--- config.mk ---
export PLATFORM = sky130hd
export DESIGN_NAME = seq_detect_param
export DESIGN_NICKNAME = d
export VERILOG_FILES = /design/src/rtl/seq_detect_param.sv
export SDC_FILE = /design/constraint.sdc
export NUM_CORES = 1
export LEC_CHECK = 0
export CAP_MARGIN = 5
export CORE_MARGIN = 4
export CORE_UTILIZATION = 45
export CTS_CLUSTER_DIAMETER = 200
export DETAILED_ROUTE_END_ITERATION = 12
export PLACE_DENSITY = 0.7
export SETUP_SLACK_MARGIN = 0.4
export SKIP_CTS_REPAIR_TIMING = 1
export SLEW_MARGIN = 20
export SYNTH_ARGS = -nofsm -noshare
export SYNTH_HDL_FRONTEND = slang
export SYNTH_SLANG_ARGS = --single-unit
--- constraint.sdc ---
create_clock -name clk -period 2 [get_ports clk]
set_input_delay 0.6 -clock clk [delete_from_list [all_inputs] [get_ports clk]]
set_output_delay 0.6 -clock clk [all_outputs]
set_load 0.02 [all_outputs]
--- src/rtl/seq_detect_param.sv ---
`default_nettype none
// ============================================================================
//  Module      : seq_detect_param
//  Description : Parametrised serial pattern detector. Consumes one bit per
//                cycle while en=1 and compares the last LEN consumed bits
//                against PATTERN (MSB = oldest bit). Provides a combinational
//                Mealy strobe, a registered one-cycle strobe and a saturating
//                match counter. Overlapping matches are selectable.
//  Parameters  : LEN     - pattern length, 2..32
//                PATTERN - LEN-bit pattern, MSB arrives first
//                OVERLAP - 1: matches may share bits, 0: LEN fresh bits needed
//                CNT_W   - match counter width, 1..32
//  Ports       : clk     - clock, rising edge
//                rst     - asynchronous active-high reset
//                en      - bit valid; din consumed only when en=1
//                din     - serial data bit
//                clr     - synchronous clear of history, fill and count
//                match   - combinational strobe on the final pattern bit
//                match_r - match delayed by one clock
//                count   - saturating number of matches
//  Revision    : 1.0 - initial release
// ============================================================================
module seq_detect_param #(
    parameter int unsigned      LEN     = 5,
    parameter logic [LEN-1:0]   PATTERN = 5'b10010,
    parameter bit               OVERLAP = 1'b1,
    parameter int unsigned      CNT_W   = 8
) (
    input  logic             clk,
    input  logic             rst,
    input  logic             en,
    input  logic             din,
    input  logic             clr,
    output logic             match,
    output logic             match_r,
    output logic [CNT_W-1:0] count
);

    localparam int unsigned            c_FILL_W   = (LEN > 2) ? $clog2(LEN) : 1;
    localparam logic [c_FILL_W-1:0]    c_FILL_MAX = c_FILL_W'(LEN - 1);

    logic [LEN-2:0]      r_hist_q;
    logic [LEN-2:0]      w_hist_d;
    logic [c_FILL_W-1:0] r_fill_q;
    logic [c_FILL_W-1:0] w_fill_d;
    logic [CNT_W-1:0]    r_count_q;
    logic [CNT_W-1:0]    w_count_d;
    logic                r_match_r_q;
    logic                w_match_r_d;

    // Candidate LEN-bit window: stored history plus the bit on the wire now.
    logic [LEN-1:0]      w_window;
    logic                w_match;

    assign w_window = {r_hist_q, din};

    // fill gates detection so partial history after reset/clear/non-overlap
    // match can never produce a false hit.
    assign w_match = en & ~clr & (r_fill_q == c_FILL_MAX) & (w_window == PATTERN);

    always_comb begin
        w_hist_d    = r_hist_q;
        w_fill_d    = r_fill_q;
        w_count_d   = r_count_q;
        w_match_r_d = w_match;

        if (clr) begin
            w_hist_d    = '0;
            w_fill_d    = '0;
            w_count_d   = '0;
            w_match_r_d = 1'b0;
        end else if (en) begin
            // Dropping the window MSB keeps the newest LEN-1 bits; this also
            // covers LEN=2 where the history is a single bit.
            w_hist_d = w_window[LEN-2:0];

            if (w_match && !OVERLAP) begin
                w_fill_d = '0;
            end else if (r_fill_q != c_FILL_MAX) begin
                w_fill_d = r_fill_q + c_FILL_W'(1);
            end

            if (w_match && !(&r_count_q)) begin
                w_count_d = r_count_q + CNT_W'(1);
            end
        end
    end

    always_ff @(posedge clk or posedge rst) begin
        if (rst) begin
            r_hist_q    <= '0;
            r_fill_q    <= '0;
            r_count_q   <= '0;
            r_match_r_q <= 1'b0;
        end else begin
            r_hist_q    <= w_hist_d;
            r_fill_q    <= w_fill_d;
            r_count_q   <= w_count_d;
            r_match_r_q <= w_match_r_d;
        end
    end

    assign match   = w_match;
    assign match_r = r_match_r_q;
    assign count   = r_count_q;

endmodule
`default_nettype wire

==> impl_metrics.env <==
export IMPL_routed_wirelength_um=2030
export IMPL_track_usage=0.151
export IMPL_cp_startpoint="r_fill_q[0]$_DFFE_PP0P_"
export IMPL_critical_path_class="reg2reg"
export IMPL_ant_nets=0
export IMPL_io_buffers=14
export IMPL_die_y_um=51.5
export IMPL_final_util=0.713
export IMPL_cts_root_buf="clkbuf_4"
export IMPL_grt_max_degree=17
export IMPL_start_util=0.482
export IMPL_synth_area_leaders="dfrtp_1, mux2i_1, a21oi_1"
export IMPL_r2r_start="r_fill_q[0]$_DFFE_PP0P_"
export IMPL_clock_path_buffers=2
export IMPL_drc_errors=0
export IMPL_hold_viol_final=0
export IMPL_rows=15
export IMPL_dieArea_um2=2650
export IMPL_gp_congestion=0.788
export IMPL_wl_per_cell_um=14.6
export IMPL_hold_path_class="reg2reg"
export IMPL_min_period_ns=2.04
export IMPL_yosysTopAreaCell="dfrtp_1"
export IMPL_dp_cells=130
export IMPL_path_clk_slew_ns=0.09
export IMPL_final_nets=123
export IMPL_crit_required_ns=2.16
export IMPL_cts_sinks=16
export IMPL_fin_worst_skew_ns=0.00143
export IMPL_p_switching_mw=0.137
export IMPL_max_stage_delay_ns=0.40
export IMPL_num_vias=750
export IMPL_layout_cells_non_filler=139
export IMPL_yosysTopAreaCellShare=0.471
export IMPL_ys_seq_area_frac=0.471
export IMPL_drive_above_1_share=0.412
export IMPL_syn_inst=84
export IMPL_syn_area_per_cell_um2=10.1
export IMPL_rsz0062_at_grt="true"
export IMPL_layout_commonest_cell="dfrtp_1"
export IMPL_fp_dieW_um=51.5
export IMPL_worstSetupEndpointType="flip-flop"
export IMPL_min_from="count[0]$_DFFE_PP0P_"
export IMPL_violations="setup timing"
export IMPL_period_share=1.02
export IMPL_cp_slowest_cell="dfrtp_1"
export IMPL_cts_buffers=3
export IMPL_antenna_found_initial=0
export IMPL_setup_viol=1
export IMPL_grt_pass1_wl_um=2990
export IMPL_nFillCells=135
export IMPL_final_cell_mix="dfrtp_1, buf_4, nor2_1, dlymetal6s2s_1, a21oi_1"
export IMPL_slew_headroom=0.715
export IMPL_netlist_area_um2=850
export IMPL_fin_ws_ns=-0.0407
export IMPL_grt_pass1_vias=672
export IMPL_p_comb_frac=0.124
export IMPL_tritoncts="built"
export IMPL_grt_overflow=0
export IMPL_drt_iter0_markers=5
export IMPL_core_um2=1760
export IMPL_firstDrtPassIters=4
export IMPL_cp_cell_sequence="inv_2 > ha_4 > and4_4 > nand4_4 > buf_4 > buf_8 > clkbuf_4 > o41ai_1 > a21oi_1"
export IMPL_diodes=0
export IMPL_crit_path_start_kind="flip-flop"
export IMPL_power_mw=0.617
export IMPL_holdWs_ns=0.520
export IMPL_arrival_ns=2.20
export IMPL_syn_nets=92
export IMPL_ys_ff_latch=16
export IMPL_via_per_inst=5.40
export IMPL_clock_power_share=0.336
export IMPL_p_seq_frac=0.541
export IMPL_p_leak_nw=0.667
export IMPL_worstMarginPinSlew_ns=0.426
export IMPL_final_max_slew_viol_count=0
export IMPL_vdd_drop_max_mv=0.500
export IMPL_switching_share=0.222
export IMPL_boundaryPins=15
export IMPL_yosysWarnings=0
export IMPL_cap_violations=0
export IMPL_fmax_mhz=490
export IMPL_crit_fanout=8
export IMPL_cellInternalPower_mw=0.480
export IMPL_hpwl_um=1270
export IMPL_run_status="finished, violations left"
export IMPL_ys_types=27
export IMPL_cts_htree_levels=1
export IMPL_clkLatencyLatePin_ns=0.28
export IMPL_syn_to_final_growth_pct=48.0
export IMPL_power_density_nw_per_um2=491
synthesized netlist by cell type (all sizes together):
cell and instances:
dfrtp 16, nor2 9, a21oi 8, inv 7
mux2i 5, nand3 5, nand2 4, ha 3
nor3 3, o31ai 3, or4 3, buf 2
clkbuf 2, mux2 2, nand4 2, nor2b 2
o41ai 2, and4 1, and4b 1, nand2b 1
or3 1, or4b 1, xnor2 1
critical path, delay by kind of cell, from the launching register on:
family / cells / cell delay [ns]
simple gates: 2 / 0.34
compound gates: 2 / 0.50
fa+ha+maj: 1 / 0.12
buf+inv: 4 / 0.55
flops: 1 / 0.40
power groups by stage:
stage / Combinational, mW / Sequential, mW / Clock (mW)
6_report: 0.0763 / 0.334 / 0.207
5_1_grt: 0.0858 / 0.335 / 0.229
4_1_cts: 0.0684 / 0.333 / 0.214
3_5_place_dp: 0.0683 / 0.339 / 0
3_3_place_gp: 0.0667 / 0.339 / 0
2_1_floorplan: 0.0387 / 0.339 / 0
state kept, by name, summed over array words and instances, names as in the netlist:
signal	cells
count	8
match_r	1
r_fill_q	3
r_hist_q	4
metrics by stage:
stage / instance area [um^2] / TNS (ns) / worst slack, ns
3_3_place_gp: 1080 / -2.57 / -0.693
3_5_place_dp: 1080 / -2.81 / -0.700
5_1_grt: 1260 / -0.172 / -0.112
2_1_floorplan: 880 / 0 / 0.203
6_report: 1260 / -0.0407 / -0.0407
4_1_cts: 1120 / -0.816 / -0.700
metal layers:
metal / global-route usage / routed length, um / vias to the layer above
met5: 0 / 0 / -
met4: 0.0262 / 38 / 0
met3: 0.0554 / 83 / 4
met2: 0.263 / 1050 / 18
met1: 0.178 / 860 / 366
li1: - / - / 362
final cells by class:
cell class              instances  area [um^2]  area share
inverters                       7         31.3      0.0249
well taps                      25         31.3      0.0249
repair buffers                 29          254       0.202
flip-flops and latches         16          403       0.320
multi-input cells              58          502       0.399
clock buffers                   4         36.3      0.0289
final timing paths:
path                                              to  slack [ns]  cells past startpoint
worst min-delay path            count[0]$_DFFE_PP0P_        0.52                      1
max in group asynchronous       count[0]$_DFFE_PP0P_        1.17                      3
worst max register to register  count[7]$_DFFE_PP0P_       -0.04                      9
worst max-delay path            count[7]$_DFFE_PP0P_       -0.04                      9
worst min register to register  count[0]$_DFFE_PP0P_        0.52                      1
min in group asynchronous          match_r$_DFF_PP0_        0.63                      3
kinds of logic after synthesis:
kind of cell | share of synthesized area
AO/OA/AOI/OAI | 0.0943
adder cells (fa/ha/maj) | 0.0442
AND/OR/NAND/NOR | 0.233
flip-flops | 0.471
multiplexers | 0.0854
buffers and inverters | 0.0619
XOR/XNOR | 0.0103
Note: power is estimated with default switching activity, not from simulation.
